[src/rtl/scrambler_lane_ctrl_if.sv]
`default_nettype none
// ============================================================================
// Module      : scrambler_lane_ctrl_if
// Description : Payload stream handshake between the user source and the lane
//               sequencer.
// Revision    : 1.0 - initial release
// ============================================================================
interface scrambler_lane_ctrl_if;
    logic [31:0] s_data;
    logic        s_valid;
    logic        s_last;
    logic        s_ready;

    modport master (output s_data, output s_valid, output s_last, input  s_ready);
    modport slave  (input  s_data, input  s_valid, input  s_last, output s_ready);
endinterface
`default_nettype wire

[src/rtl/scrambler_lane_ctrl.sv]
`default_nettype none
// ============================================================================
// Module      : scrambler_lane_ctrl
// Description : Frames one 32-bit TX lane as SOF/DATA/EOF ahead of the data
//               scrambler, fills gaps with idle K-words and inserts periodic
//               clock-compensation bursts.
// Revision    : 1.0 - initial release
// ============================================================================
module scrambler_lane_ctrl #(
    parameter logic [31:0] P_IDLE_WORD = 32'h50BC50BC,
    parameter logic [3:0]  P_IDLE_CHAR = 4'b0101,
    parameter logic [31:0] P_SOF_WORD  = 32'h000000FB,
    parameter logic [31:0] P_EOF_WORD  = 32'h000000FD,
    parameter logic [31:0] P_ABT_WORD  = 32'h000000FE,
    parameter logic [31:0] P_CC_WORD   = 32'h1C1C1C1C,
    parameter int          P_CC_PERIOD = 4096,
    parameter int          P_CC_LEN    = 4,
    parameter int          P_MIN_GAP   = 2
) (
    input  logic                 i_clk,
    input  logic                 i_rst_n,
    scrambler_lane_ctrl_if.slave s_if,
    output logic                 o_scr_en,
    output logic [31:0]          o_scr_data,
    output logic [3:0]           o_scr_char,
    output logic                 o_underrun,
    output logic [15:0]          o_frame_cnt
);

    localparam int          CW         = $clog2(P_CC_PERIOD);
    localparam int          C_LEN_MAX  = (P_CC_LEN > P_MIN_GAP) ? P_CC_LEN : P_MIN_GAP;
    localparam int          LW         = $clog2(C_LEN_MAX + 1);
    localparam logic [CW-1:0] C_CC_MAX   = CW'(P_CC_PERIOD - 1);
    localparam logic [LW-1:0] C_GAP_LAST = LW'(P_MIN_GAP - 1);
    localparam logic [LW-1:0] C_CC_LAST  = LW'(P_CC_LEN - 1);
    localparam logic [3:0]  C_K0_CHAR  = 4'b0001;
    localparam logic [3:0]  C_CC_CHAR  = 4'b1111;

    typedef enum logic [2:0] {
        ST_IDLE    = 3'd0,
        ST_SOF     = 3'd1,
        ST_DATA    = 3'd2,
        ST_DISCARD = 3'd3,
        ST_EOF     = 3'd4,
        ST_GAP     = 3'd5,
        ST_CC      = 3'd6
    } state_t;

    state_t        r_state;
    state_t        w_state_nxt;
    logic [CW-1:0] r_cc_cnt;
    logic [LW-1:0] r_len_cnt;
    logic          r_ready;
    logic          r_scr_en;
    logic [31:0]   r_scr_data;
    logic [3:0]    r_scr_char;
    logic          r_underrun;
    logic [15:0]   r_frame_cnt;

    logic          w_cc_pend;
    logic          w_en;
    logic [31:0]   w_data;
    logic [3:0]    w_char;
    logic          w_underrun;
    logic          w_frame_done;

    assign w_cc_pend = (r_cc_cnt == C_CC_MAX);

    always_ff @(posedge i_clk or negedge i_rst_n) begin
        if (!i_rst_n) begin
            r_state <= ST_IDLE;
        end else begin
            r_state <= w_state_nxt;
        end
    end

    // The word computed in a state is registered, so it leaves one cycle later.
    always_comb begin
        w_state_nxt  = r_state;
        w_en         = 1'b0;
        w_data       = P_IDLE_WORD;
        w_char       = P_IDLE_CHAR;
        w_underrun   = 1'b0;
        w_frame_done = 1'b0;
        case (r_state)
            ST_IDLE: begin
                if (w_cc_pend) begin
                    w_state_nxt = ST_CC;
                end else if (s_if.s_valid) begin
                    w_state_nxt = ST_SOF;
                end
            end
            ST_SOF: begin
                w_data      = P_SOF_WORD;
                w_char      = C_K0_CHAR;
                w_state_nxt = ST_DATA;
            end
            ST_DATA: begin
                if (s_if.s_valid) begin
                    w_en   = 1'b1;
                    w_data = s_if.s_data;
                    w_char = 4'b0000;
                    if (s_if.s_last) begin
                        w_frame_done = 1'b1;
                        w_state_nxt  = ST_EOF;
                    end
                end else begin
                    w_data      = P_ABT_WORD;
                    w_char      = C_K0_CHAR;
                    w_underrun  = 1'b1;
                    w_state_nxt = ST_DISCARD;
                end
            end
            ST_DISCARD: begin
                if (s_if.s_valid && s_if.s_last) begin
                    w_state_nxt = ST_GAP;
                end
            end
            ST_EOF: begin
                w_data      = P_EOF_WORD;
                w_char      = C_K0_CHAR;
                w_state_nxt = ST_GAP;
            end
            ST_GAP: begin
                if (r_len_cnt == C_GAP_LAST) begin
                    w_state_nxt = ST_IDLE;
                end
            end
            ST_CC: begin
                w_data = P_CC_WORD;
                w_char = C_CC_CHAR;
                if (r_len_cnt == C_CC_LAST) begin
                    w_state_nxt = ST_IDLE;
                end
            end
            default: begin
                w_state_nxt = ST_IDLE;
            end
        endcase
    end

    always_ff @(posedge i_clk or negedge i_rst_n) begin
        if (!i_rst_n) begin
            r_scr_en    <= 1'b0;
            r_scr_data  <= 32'h0;
            r_scr_char  <= 4'h0;
            r_underrun  <= 1'b0;
            r_ready     <= 1'b0;
            r_frame_cnt <= 16'h0;
            r_cc_cnt    <= '0;
            r_len_cnt   <= '0;
        end else begin
            r_scr_en   <= w_en;
            r_scr_data <= w_data;
            r_scr_char <= w_char;
            r_underrun <= w_underrun;
            r_ready    <= (w_state_nxt == ST_DATA) || (w_state_nxt == ST_DISCARD);
            if (w_frame_done) begin
                r_frame_cnt <= r_frame_cnt + 16'd1;
            end
            // The CC counter holds through a burst and restarts once it ends.
            if (r_state == ST_CC) begin
                if (w_state_nxt != ST_CC) begin
                    r_cc_cnt <= '0;
                end
            end else if (!w_cc_pend) begin
                r_cc_cnt <= r_cc_cnt + CW'(1);
            end
            if ((w_state_nxt == r_state) && ((r_state == ST_GAP) || (r_state == ST_CC))) begin
                r_len_cnt <= r_len_cnt + LW'(1);
            end else begin
                r_len_cnt <= '0;
            end
        end
    end

    assign s_if.s_ready = r_ready;
    assign o_scr_en     = r_scr_en;
    assign o_scr_data   = r_scr_data;
    assign o_scr_char   = r_scr_char;
    assign o_underrun   = r_underrun;
    assign o_frame_cnt  = r_frame_cnt;

endmodule
`default_nettype wire

[src/flat_wrapper.sv]
// flat-port wrapper written by rule: the top's interface ports become plain ports
module scrambler_lane_ctrl_flat 
#(
    parameter logic [31:0] P_IDLE_WORD = 32'h50BC50BC,
    parameter logic [3:0]  P_IDLE_CHAR = 4'b0101,
    parameter logic [31:0] P_SOF_WORD  = 32'h000000FB,
    parameter logic [31:0] P_EOF_WORD  = 32'h000000FD,
    parameter logic [31:0] P_ABT_WORD  = 32'h000000FE,
    parameter logic [31:0] P_CC_WORD   = 32'h1C1C1C1C,
    parameter int          P_CC_PERIOD = 4096,
    parameter int          P_CC_LEN    = 4,
    parameter int          P_MIN_GAP   = 2
)
  (i_clk, i_rst_n, o_scr_en, o_scr_data, o_scr_char, o_underrun, o_frame_cnt, s_if_s_data, s_if_s_valid, s_if_s_last, s_if_s_ready);
  scrambler_lane_ctrl_if s_if_i ();
  input  logic i_clk;
  input  logic i_rst_n;
  output logic o_scr_en;
  output logic [31:0] o_scr_data;
  output logic [3:0] o_scr_char;
  output logic o_underrun;
  output logic [15:0] o_frame_cnt;
  input wire logic [$bits(s_if_i.s_data)-1:0] s_if_s_data;
  input wire logic [$bits(s_if_i.s_valid)-1:0] s_if_s_valid;
  input wire logic [$bits(s_if_i.s_last)-1:0] s_if_s_last;
  output wire logic [$bits(s_if_i.s_ready)-1:0] s_if_s_ready;
  assign s_if_i.s_data = s_if_s_data;
  assign s_if_i.s_valid = s_if_s_valid;
  assign s_if_i.s_last = s_if_s_last;
  assign s_if_s_ready = s_if_i.s_ready;
  scrambler_lane_ctrl #(.P_IDLE_WORD(P_IDLE_WORD), .P_IDLE_CHAR(P_IDLE_CHAR), .P_SOF_WORD(P_SOF_WORD), .P_EOF_WORD(P_EOF_WORD), .P_ABT_WORD(P_ABT_WORD), .P_CC_WORD(P_CC_WORD), .P_CC_PERIOD(P_CC_PERIOD), .P_CC_LEN(P_CC_LEN), .P_MIN_GAP(P_MIN_GAP)) u_core (.i_clk(i_clk), .i_rst_n(i_rst_n), .s_if(s_if_i), .o_scr_en(o_scr_en), .o_scr_data(o_scr_data), .o_scr_char(o_scr_char), .o_underrun(o_underrun), .o_frame_cnt(o_frame_cnt));
endmodule
[config.mk]
export PLATFORM = sky130hd
export DESIGN_NAME = scrambler_lane_ctrl_flat
export DESIGN_NICKNAME = d
export VERILOG_FILES = /design/src/rtl/scrambler_lane_ctrl_if.sv /design/src/rtl/scrambler_lane_ctrl.sv /design/src/flat_wrapper.sv
export SDC_FILE = /design/constraint.sdc
export NUM_CORES = 1
export LEC_CHECK = 0
export ABC_AREA = 1
export CAP_MARGIN = 20
export CORE_MARGIN = 2
export CORE_UTILIZATION = 48
export CTS_CLUSTER_DIAMETER = 200
export DETAILED_ROUTE_END_ITERATION = 8
export PLACE_DENSITY = 0.8
export SYNTH_ARGS = -nofsm -noshare
export SYNTH_HDL_FRONTEND = slang
export SYNTH_SLANG_ARGS = --single-unit
[constraint.sdc]
create_clock -name i_clk -period 2.1 [get_ports i_clk]
set_input_delay 0.315 -clock i_clk [delete_from_list [all_inputs] [get_ports i_clk]]
set_output_delay 0.315 -clock i_clk [all_outputs]
set_load 0.02 [all_outputs]
Yosys cells after proc, flatten, opt, wreduce, memory -nomap -nowiden
Index checks and enable logic that the tools add are counted.
{"block": "classes", "n_addsub": 3, "n_eq_ne": 15, "mux": 23, "n_reduce_logical": 7}
{"op": "$pmux W32 S4", "n": 1}
{"op": "$mux W12", "n": 3}
{"op": "$mux W32", "n": 1}
{"op": "$mux W3", "n": 8}
{"op": "$pmux W3 S7", "n": 1}
{"op": "$add A16 B1 Y16 const B", "n": 1}
{"op": "$eq A3 B2 Y1 const B", "n": 5}
{"op": "$add A12 B1 Y12 const B", "n": 1}
{"op": "$eq A12 B12 Y1 const B", "n": 1}
{"op": "$pmux W4 S3", "n": 1}
{"op": "$eq A3 B3 Y1 const B", "n": 3}
{"op": "$mux W1", "n": 8}
{"op": "$eq A3 B1 Y1 const B", "n": 2}
{"op": "$ne A2 B2 Y1 const B", "n": 2}
{"op": "$add A3 B1 Y3 const B", "n": 1}
{"op": "$eq A3 B3 Y1", "n": 1}
{"op": "$logic_not A3 Y1", "n": 1}
{"op": "$ne A3 B3 Y1 const B", "n": 1}
{"op": "$logic_and A1 B1 Y1", "n": 2}
{"op": "$logic_or A1 B1 Y1", "n": 2}
{"op": "$reduce_and A2 Y1", "n": 1}
{"op": "$reduce_or A2 Y1", "n": 1}
{"block": "totals", "reg_bits": 73, "inputBits": 36, "out_inout_bits": 55, "word_cells": 57}

Depth between registers and ports, before layout
Gate-level depths: netlist of the first run.
{"block": "depth", "depth_word": 6, "ltp_mapped": 13, "depth_no_buf": 13}

Worst setup path after synthesis of the first run
No wires, ideal clock.
{"block": "synth_path", "path_kind": "register -> register", "start": "reg u_core.r_frame_cnt[1], in the netlist u_core.o_frame_cnt[1]", "end": "reg u_core.r_frame_cnt[12], in the netlist u_core.o_frame_cnt[12]", "setup_ns": 0.132, "t_arrival_ns": 1.450, "required_time_ns": 1.968, "path_slack_ns": 0.518, "stages_incl_launch_ff": 8, "n_path_buf": 0, "synth_period_minus_slack_ns": 1.582, "path_cell_list": "dfrtp_1 ha_1 nand3_1 nor3_2 nand2_1 nor2_1 nand2_1 xnor2_1"}
{"block": "synth_between", "elab_chain_len": 1}
{"item": "from (decl)", "line_no": "scrambler_lane_ctrl.sv:58", "rtl": "logic [15:0] r_frame_cnt;"}
{"item": "from (signal assigned)", "line_no": "scrambler_lane_ctrl.sv:159", "rtl": "r_frame_cnt <= r_frame_cnt + 16'd1;"}
{"item": "$add A16 B1 Y16", "line_no": "scrambler_lane_ctrl.sv:159"}
No other way between the ends.
A chain may end at the register's enable or synchronous reset.

Worst setup path in the final report of the first run
{"block": "layout_path", "start": "reg u_core.r_cc_cnt[0]", "end": "reg u_core.r_cc_cnt[7]"}
{"block": "layout_between", "elab_chain_len": 6, "elab_cells_between_ends": 10, "cone_classes": "add/sub (1); eq/ne (4); mux (4); reduce/logical (1)"}
{"item": "from (decl)", "line_no": "scrambler_lane_ctrl.sv:51", "rtl": "logic [CW-1:0] r_cc_cnt;"}
{"item": "from (signal assigned)", "line_no": "scrambler_lane_ctrl.sv:167", "rtl": "r_cc_cnt <= r_cc_cnt + CW'(1);"}
{"item": "$eq A12 B12 Y1", "line_no": "scrambler_lane_ctrl.sv:67", "rtl": "assign w_cc_pend = (r_cc_cnt == C_CC_MAX);"}
{"item": "$mux W3", "line_no": "scrambler_lane_ctrl.sv:87", "rtl": "if (w_cc_pend) begin"}
{"item": "$pmux W3 S7", "line_no": "scrambler_lane_ctrl.sv:85", "rtl": "case (r_state)"}
{"item": "named net u_core.w_state_nxt[2]", "line_no": "scrambler_lane_ctrl.sv:50", "rtl": "state_t w_state_nxt;"}
{"item": "$ne A3 B3 Y1", "line_no": "scrambler_lane_ctrl.sv:163", "rtl": "if (w_state_nxt != ST_CC) begin"}
{"item": "$ne A2 B2 Y1 (no source line)"}
{"item": "$reduce_and A2 Y1 (no source line)"}
The timed path passes the listed nets, and every way through them passes these cells. The select of a mux whose other input is x is not followed.

==> summary.md, run 1 <==
## Layout
• **combined area of the multi-input logic cells** 1305 um^2
• **layout overhead on the synthesized area** 37.46%
• **total area of sequential cells** 1802 um^2
• **ratio of cells with drive above 1 in the final layout** 0.1367
• **diode count** 0
• **Post-layout nets** 497
• **number of inserted filler cells in the final layout** 544
• **non-filler cells, final** 541

## Placed design
• **DPL Wire Length** 5218 um
• **minimum setup slack after placement** 0.1469 ns
• **number of I/O port buffers** 90
• **number of placed instances, taps included** 524
• **gpl congestion** 0.8436

## Synth
• **number of flops mapped to enable cells by yosys** 0
• **#FFs+latches synth** 72
• **average instance area after synthesis** 9.225 um^2
• **sequential element share of the synthesized area** 0.5471
• **ys flop type** sky130_fd_sc_hd__dfrtp_1
• **Cell variety after synth** 35
• **synthesis warning total** 0
• **proportion of synthesized area in mux cells** 0
• **XOR/XNOR share of the synthesized area** 0.04255
• **Post-Synthesis Net Count** 398
• **simple-gate area share of the yosys netlist** 0.3055
• **netlist area before placement** 3293 um^2
• **post-synthesis instance total** 357
• **adder-cell share of the synthesized area** 0.01900
• **area fraction in compound gates after synthesis** 0.02926
• **combinational family with the most area after synthesis** simple AND/OR/NAND/NOR gates
• **share of flip-flops with an asynchronous set or reset** 1.000

## Route
• **number of optimization iterations in the first detailed-route pass** 5
• **remaining number of nets flagged by the antenna check after routing** 0
• **violation count after the first detailed-route iteration** 119
• **Residual DRC** 0
• **total wirelength of the detailed-routed design** 7275 um
• **count of vias placed by the detailed router** 2658
• **wire length per cell after detailed routing** 13.45 um
• **per-cell via count in the routed design** 4.913

## Floorplan
• **overall die area** 7539 um^2
• **Row Count** 30
• **height of the die** 86.83 um
• **Core Footprint** 6719 um^2
• **initial cell density of the core** 0.4901
• **top-level I/O count** 91
• **width of the chip** 86.83 um

## STA
• **headroom to the max-slew limit** 0.7167
• **Clock Skews** 0.01195 ns
• **final-report max-slew violation count** 0
• **Fin. Hold Viols** 0
• **# setup viols final** 0
• **FMAX** 532.5 MHz
• **share of the cycle needed by the critical path after routing** 0.8943
• **Worst-Margin Slew** 0.4250 ns
• **setup repair after global routing missed its margin** no
• **final period demand of the worst path** 1.878 ns
• **smallest setup slack after layout** 0.2220 ns
• **Total Neg Setup Slack** 0 ns

## Pwr
• **reported leakage power** 2.102 nW
• **areal power density over the cells** 1271 nW/um^2
• **switching portion of total power** 0.3754
• **Comb power frac** 0.394
• **switching power summed over all nets** 2.160 mW
• **internal power** 3.594 mW
• **part of the total power dissipated in the clock network** 0.231
• **largest vdd supply drop** 672.2 uV
• **proportion of power drawn by flip-flops and latches** 0.376

## Worst setup path
• **arrival time at the worst endpoint** 2.10 ns
• **Setup CP Type** reg2reg
• **critical path, cell by cell** ha_1 > nand2_1 > nor2_2 > nand2_1 > inv_2 > nand3_1 > nand2_2 > nand3_2 > nand2_4 > nand2_1 > nand2_1 > nand2_1
• **Critical Path Max Stage Delay** 0.42 ns
• **Crit Path Max Fanout** 13
• **critical path data required time** 2.32 ns
• **Crit. End Element** flop
• **sum of buffers and inverters on the critical path** 1
• **largest delay contributor family on the critical path** simple AND/OR/NAND/NOR gates
• **cell with the biggest individual delay on the critical path** sky130_fd_sc_hd__dfrtp_1
• **dominant cell type by count on the critical path** sky130_fd_sc_hd__nand2_1
• **crit path launch type** flop

## Global routing
• **total congestion overflow after global routing** 0
• **via count of the first global-routing pass** 2612
• **initial antenna violation count** 0
• **pin count of the biggest net entering global routing** 73
• **first-pass GRT wire length** 12120 um
• **global-route usage over all layers** 0.2059

## Clock tree
• **Max clock buf depth** 2
• **TritonCTS Sinks** 72
• **number of buffers created by CTS** 9
• **Clock Pin Slew Worst Setup and Hold Paths** 0.07 ns
• **level count of the clock H-tree** 3
• **TritonCTS clock tree** done
• **cts repair resizes** 0
• **buffer type at the clock tree root** sky130_fd_sc_hd__clkbuf_8
• **clock latency at the later pin of the worst-skew pair** 0.34 ns

## Run status
• **result of the run** finished clean

## Job
• **Max Cap Viol** 0

## Min path
• **worst hold path type** reg2reg

-- state kept, by name, summed over array words and instances, names as in the netlist --
register and flops:
u_core.r_len_cnt 3, u_core.r_state 3, u_core.o_scr_en 1, u_core.o_scr_data 32, u_core.s_if.s_ready 1, u_core.o_scr_char 3, u_core.o_frame_cnt 16, u_core.o_underrun 1
u_core.r_cc_cnt 12
-- per-stage QoR --
| step | total power [mW] | utilization | hold slack [ns] | cell area [um^2] |
|---|---|---|---|---|
| after global routing | 6.124 | 0.6737 | 0.4871 | 4527 |
| after floorplan | 3.551 | - | 0.01941 | 3293 |
| final | 5.754 | 0.6737 | 0.4629 | 4527 |
| after detailed placement | 4.448 | 0.6358 | 0.3819 | 4272 |
| after global placement | 4.362 | 0.6358 | 0.3660 | 4272 |
| after CTS | 5.789 | 0.6723 | 0.01045 | 4517 |
-- cell usage in the layout, fill, tap and decap left out, types with 2 or more instances in the layout --
| master | netlist | layout |
|---|---|---|
| sky130_fd_sc_hd__ha_1 | 5 | 5 |
| sky130_fd_sc_hd__xor2_1 | 9 | 9 |
| sky130_fd_sc_hd__nor2_2 | 4 | 4 |
| sky130_fd_sc_hd__nand3_1 | 19 | 19 |
| sky130_fd_sc_hd__dfrtp_1 | 72 | 72 |
| sky130_fd_sc_hd__nor2_4 | 2 | 2 |
| sky130_fd_sc_hd__o21ai_0 | 9 | 9 |
| sky130_fd_sc_hd__or2_2 | 6 | 6 |
| sky130_fd_sc_hd__inv_2 | 5 | 5 |
| sky130_fd_sc_hd__nand2_1 | 109 | 109 |
| sky130_fd_sc_hd__nand2_2 | 5 | 5 |
| sky130_fd_sc_hd__bufinv_16 | 0 | 3 |
| sky130_fd_sc_hd__xnor2_1 | 7 | 7 |
| sky130_fd_sc_hd__a21oi_1 | 4 | 4 |
| sky130_fd_sc_hd__nand4_1 | 2 | 2 |
| sky130_fd_sc_hd__inv_1 | 22 | 22 |
| sky130_fd_sc_hd__buf_4 | 2 | 5 |
| sky130_fd_sc_hd__clkdlybuf4s50_1 | 0 | 89 |
| sky130_fd_sc_hd__nand3_4 | 2 | 2 |
| sky130_fd_sc_hd__nor3_1 | 3 | 3 |
| sky130_fd_sc_hd__nor2_1 | 40 | 40 |
| sky130_fd_sc_hd__clkbuf_8 | 0 | 10 |
| sky130_fd_sc_hd__nand3_2 | 12 | 12 |
-- routing by layer --
layer	track usage	routed length [um]
met5	0	0
met4	0.05824	94
met3	0.06381	429
met2	0.3387	3615
met1	0.2626	3136
-- cell families after synthesis --
logic type | count (synthesis)
xor gates and xnor gates | 16
and+or+nand+nor | 209
AOI/OAI and AO/OA | 17
buffers and inverters | 38
adders and majority gates | 5
DFF | 72
-- cells in the mapped netlist (3+ instances only) --
cell,number,area share
sky130_fd_sc_hd__or2_2,6,0.011
sky130_fd_sc_hd__nand3_1,19,0.029
sky130_fd_sc_hd__o21ai_0,9,0.014
sky130_fd_sc_hd__ha_1,5,0.019
sky130_fd_sc_hd__inv_1,22,0.025
sky130_fd_sc_hd__dfrtp_1,72,0.55
sky130_fd_sc_hd__nor2_2,4,0.0076
sky130_fd_sc_hd__nor2_1,40,0.046
sky130_fd_sc_hd__inv_2,5,0.0057
sky130_fd_sc_hd__nand3_2,12,0.036
sky130_fd_sc_hd__a21oi_1,4,0.0061
sky130_fd_sc_hd__nor3_1,3,0.0046
sky130_fd_sc_hd__nand2_1,109,0.12
sky130_fd_sc_hd__xnor2_1,7,0.019
sky130_fd_sc_hd__nand2_2,5,0.0095
sky130_fd_sc_hd__xor2_1,9,0.024
-- area by class of cell --
type | count | share of cell area
inverter | 29 | 0.02460
tap | 80 | 0.02211
clock inverter | 5 | 0.02294
sequential | 72 | 0.3980
clock buffer | 11 | 0.03123
timing repair buffer | 97 | 0.2128
multi-input combinational | 247 | 0.2883
-- worst register-to-register path: stages, from the launching register on --
cell,delay [ns]
sky130_fd_sc_hd__dfrtp_1,0.42
sky130_fd_sc_hd__ha_1,0.18
sky130_fd_sc_hd__nand2_1,0.08
sky130_fd_sc_hd__nor2_2,0.19
sky130_fd_sc_hd__nand2_1,0.10
sky130_fd_sc_hd__inv_2,0.06
sky130_fd_sc_hd__nand3_1,0.12
sky130_fd_sc_hd__nand2_2,0.12
sky130_fd_sc_hd__nand3_2,0.09
sky130_fd_sc_hd__nand2_4,0.18
sky130_fd_sc_hd__nand2_1,0.11
sky130_fd_sc_hd__nand2_1,0.07
sky130_fd_sc_hd__nand2_1,0.04
-- power groups by stage --
stage	clock [mW]	combinational, mW	sequential (mW)
3_5_place_dp	0	2.26	2.19
4_1_cts	1.34	2.29	2.16
3_3_place_gp	0	2.19	2.17
6_report	1.33	2.27	2.16
2_1_floorplan	0	1.10	2.45
5_1_grt	1.42	2.49	2.21
-- final timing paths --
| check | slack (ns) | start | to | depth (start not counted) |
|---|---|---|---|---|
| setup reg to reg | 0.22 | u_core.r_cc_cnt[0] | u_core.r_cc_cnt[7] | 12 |
| hold reg to reg | 0.46 | u_core.r_len_cnt[0] | u_core.r_len_cnt[0] | 1 |
| hold / removal | 0.46 | u_core.r_len_cnt[0] | u_core.r_len_cnt[0] | 1 |
| min in group asynchronous | 0.54 | i_rst_n | u_core.o_frame_cnt[3] | 3 |
| setup / recovery | 0.22 | u_core.r_cc_cnt[0] | u_core.r_cc_cnt[7] | 12 |
| max in group asynchronous | 1.25 | i_rst_n | u_core.r_len_cnt[0] | 3 |
-- timing repair --
item / 4_1_cts / 5_1_grt
hold buffers: 0 / 1
endpoints found under the hold margin: 0 / 3
setup buffers: 0 / 0
No activity file was read; power rests on OpenSTA's default activity.
==> run 2, diff against run 1 <==
--- a/config.mk
+++ b/config.mk
@@ -7,11 +7,11 @@
 export LEC_CHECK = 0
 export ABC_AREA = 1
 export CAP_MARGIN = 20
-export CORE_MARGIN = 2
-export CORE_UTILIZATION = 48
+export CORE_UTILIZATION = 60
 export CTS_CLUSTER_DIAMETER = 200
 export DETAILED_ROUTE_END_ITERATION = 8
-export PLACE_DENSITY = 0.8
+export DONT_BUFFER_PORTS = 1
+export PLACE_DENSITY = 0.76
 export SYNTH_ARGS = -nofsm -noshare
 export SYNTH_HDL_FRONTEND = slang
 export SYNTH_SLANG_ARGS = --single-unit
==> run 2 against run 1 <==
Net effect: die area decreased by 23%; cell area decreased by 21%; worst hold slack got worse by 0.43 ns; sequential power is 18% higher; fmax decreased by 1.4%; cell count decreased by 19%; sequential share of layout area rose by 11 points; critical path depth fell by 4; count of clock-buffer cells in the layout stayed put; combinational power down 42%; first-iteration DRC count increased by 23%; routed wire length decreased by 10%.
==> summary.md, run 2 (synthesis gave the netlist of run 1 again) <==
## Floorplan
• **Core Footprint** 5205 um^2, was 6719 um^2
• **width of the chip** 76.09 um, was 86.83 um
• **top-level I/O count** 91, unchanged
• **height of the die** 76.09 um, was 86.83 um
• **initial cell density of the core** 0.6327, was 0.4901
• **overall die area** 5789 um^2, was 7539 um^2
• **Row Count** 26, was 30

## Worst setup path
• **Critical Path Max Stage Delay** 0.60 ns, was 0.42 ns
• **arrival time at the worst endpoint** 2.12 ns, was 2.10 ns
• **crit path launch type** flop, unchanged
• **critical path data required time** 2.32 ns, about the same
• **Setup CP Type** reg2reg, unchanged
• **Crit Path Max Fanout** 12, was 13
• **sum of buffers and inverters on the critical path** 1, unchanged
• **Crit. End Element** flop, unchanged
• **cell with the biggest individual delay on the critical path** sky130_fd_sc_hd__dfrtp_1, unchanged
• **critical path, cell by cell** inv_4 > nor2_4 > nand3_4 > nor3_2 > nand2_1 > nor2_1 > nand2_1 > xnor2_1, was ha_1 > nand2_1 > nor2_2 > nand2_1 > inv_2 > nand3_1 > nand2_2 > nand3_2 > nand2_4 > nand2_1 > nand2_1 > nand2_1
• **largest delay contributor family on the critical path** simple AND/OR/NAND/NOR gates, unchanged
• **dominant cell type by count on the critical path** sky130_fd_sc_hd__nand2_1, unchanged

## Placed design
• **gpl congestion** 0.8365, was 0.8436
• **number of I/O port buffers** 0, was 90
• **DPL Wire Length** 4376 um, was 5218 um
• **post-placement cell area** 3336 um^2, was 4272 um^2
• **minimum setup slack after placement** 0.2507 ns, was 0.1469 ns

## Clock tree
• **clock latency at the later pin of the worst-skew pair** 0.35 ns, was 0.34 ns
• **Clock Pin Slew Worst Setup and Hold Paths** 0.08 ns, was 0.07 ns
• **cts repair resizes** 0, unchanged
• **number of buffers created by CTS** 9, unchanged
• **Max clock buf depth** 2, unchanged
• **buffer count from post-CTS setup fixing** 0, unchanged
• **TritonCTS Sinks** 72, unchanged
• **TritonCTS clock tree** done, unchanged
• **level count of the clock H-tree** 3, unchanged
• **buffer type at the clock tree root** sky130_fd_sc_hd__clkbuf_8, unchanged

## Global routing
• **initial antenna violation count** 0, unchanged
• **pin count of the biggest net entering global routing** 73, unchanged
• **via count of the first global-routing pass** 2369, was 2612
• **met1 global-route usage** 0.3142, was 0.2626
• **GRT met2 Usage** 0.3964, was 0.3387
• **first-pass GRT wire length** 11210 um, was 12120 um
• **met3 usage in global routing** 0.07186, was 0.06381
• **total congestion overflow after global routing** 0, unchanged
• **global-route usage over all layers** 0.2495, was 0.2059
• **peak-usage layer in the global routing report** met2, unchanged

## Layout
• **Post-layout nets** 406, was 497
• **cell area after layout** 3571 um^2, was 4527 um^2
• **diode count** 0, unchanged
• **leading cell type in the layout, fill and taps excluded** sky130_fd_sc_hd__nand2_1, unchanged
• **top library cells by usage in the layout, fill and taps aside** sky130_fd_sc_hd__nand2_1, sky130_fd_sc_hd__dfrtp_1, sky130_fd_sc_hd__nor2_1, was sky130_fd_sc_hd__nand2_1, sky130_fd_sc_hd__clkdlybuf4s50_1, sky130_fd_sc_hd__dfrtp_1
• **layout overhead on the synthesized area** 8.435%, was 37.46%
• **flip-flop count of the largest register after layout** 32, unchanged
• **ratio of cells with drive above 1 in the final layout** 0.1649, was 0.1367
• **Util after Layout** 0.6861, was 0.6737

## Pwr
• **reported leakage power** 1.737 nW, was 2.102 nW
• **areal power density over the cells** 1381 nW/um^2, was 1271 nW/um^2
• **largest vdd supply drop** 778.7 uV, was 672.2 uV
• **total power** 4.931 mW, was 5.754 mW

## STA
• **FMAX** 525.1 MHz, was 532.5 MHz
• **Fin. Hold Viols** 0, unchanged
• **final period demand of the worst path** 1.904 ns, was 1.878 ns
• **final-report max-slew violation count** 0, unchanged
• **headroom to the max-slew limit** 0.7156, was 0.7167
• **# setup viols final** 0, unchanged
• **smallest setup slack after layout** 0.1956 ns, was 0.2220 ns
• **Worst-Margin Slew** 0.4266 ns, was 0.4250 ns
• **Total Neg Setup Slack** 0 ns, unchanged
• **share of the cycle needed by the critical path after routing** 0.9068, was 0.8943
• **Clock Skews** 0.007197 ns, was 0.01195 ns
• **setup repair after global routing missed its margin** no, unchanged

## Route
• **Residual DRC** 0, unchanged
• **remaining number of nets flagged by the antenna check after routing** 0, unchanged
• **per-cell via count in the routed design** 5.418, was 4.913
• **violation count after the first detailed-route iteration** 146, was 119
• **count of vias placed by the detailed router** 2384, was 2658
• **number of optimization iterations in the first detailed-route pass** 4, was 5
• **wire length per cell after detailed routing** 14.81 um, was 13.45 um
• **total wirelength of the detailed-routed design** 6515 um, was 7275 um

## Run status
• **result of the run** finished clean, unchanged

## Job
• **Max Cap Viol** 0, unchanged

## Min path
• **worst hold path type** in2reg, was reg2reg

run 2: timing repair:
item,4_1_cts,5_1_grt
hold buffers,2,0
endpoints found under the hold margin,72,0
setup endpoints to repair,0,0
run 2: where the power goes:
| group | total (mW) | internal, mW | switching (mW) |
|---|---|---|---|
| Sequential | 2.54 | 1.82 | 0.718 |
| Combinational | 1.31 | 0.456 | 0.849 |
| Clock | 1.09 | 0.579 | 0.510 |
run 2: final timing paths:
check                                         start                     end  slack, ns  cells past startpoint
worst max-delay path              u_core.r_state[1]  u_core.o_frame_cnt[12]       0.20                      8
worst min-delay path                   s_if_s_valid       u_core.o_underrun       0.04                      1
worst max register to register    u_core.r_state[1]  u_core.o_frame_cnt[12]       0.20                      8
worst min register to register  u_core.r_len_cnt[0]     u_core.r_len_cnt[0]       0.47                      1
max in group asynchronous                   i_rst_n    u_core.o_scr_char[1]       1.30                      2
min in group asynchronous                   i_rst_n   u_core.o_frame_cnt[3]       0.53                      2
run 2: layout make-up:
type                    count  area [um^2]
flip-flops and latches     72         1802
fillers                   391         1634
multi-input cells         247         1305
clock buffers              11        141.4
inverters                  29        111.4
well taps                  70        87.58
repair buffers              6        67.56
clock inverters             5        56.30
run 2: per-layer routing:
layer  share of wire  vias to the layer above
met2            0.46                       87
met4           0.024                        0
li1                -                     1140
met1            0.44                     1143
met3           0.076                       14
met5               0                        -
run 2: metrics by stage:
step                      hold WS (ns)  cells
after floorplan                0.01941    357
after global placement         0.02068    422
after detailed placement       0.02065    422
after CTS                      0.03047    440
after global routing           0.02587    440
final                          0.03779    440
==> run 3, diff against run 2 <==
--- a/config.mk
+++ b/config.mk
@@ -12,6 +12,8 @@
 export DETAILED_ROUTE_END_ITERATION = 8
 export DONT_BUFFER_PORTS = 1
 export PLACE_DENSITY = 0.76
+export SLEW_MARGIN = 20
 export SYNTH_ARGS = -nofsm -noshare
 export SYNTH_HDL_FRONTEND = slang
 export SYNTH_SLANG_ARGS = --single-unit
+export TNS_END_PERCENT = 10
==> results of run 3 <==
The final DEF is identical to that of run 2; final timing and power are the same.
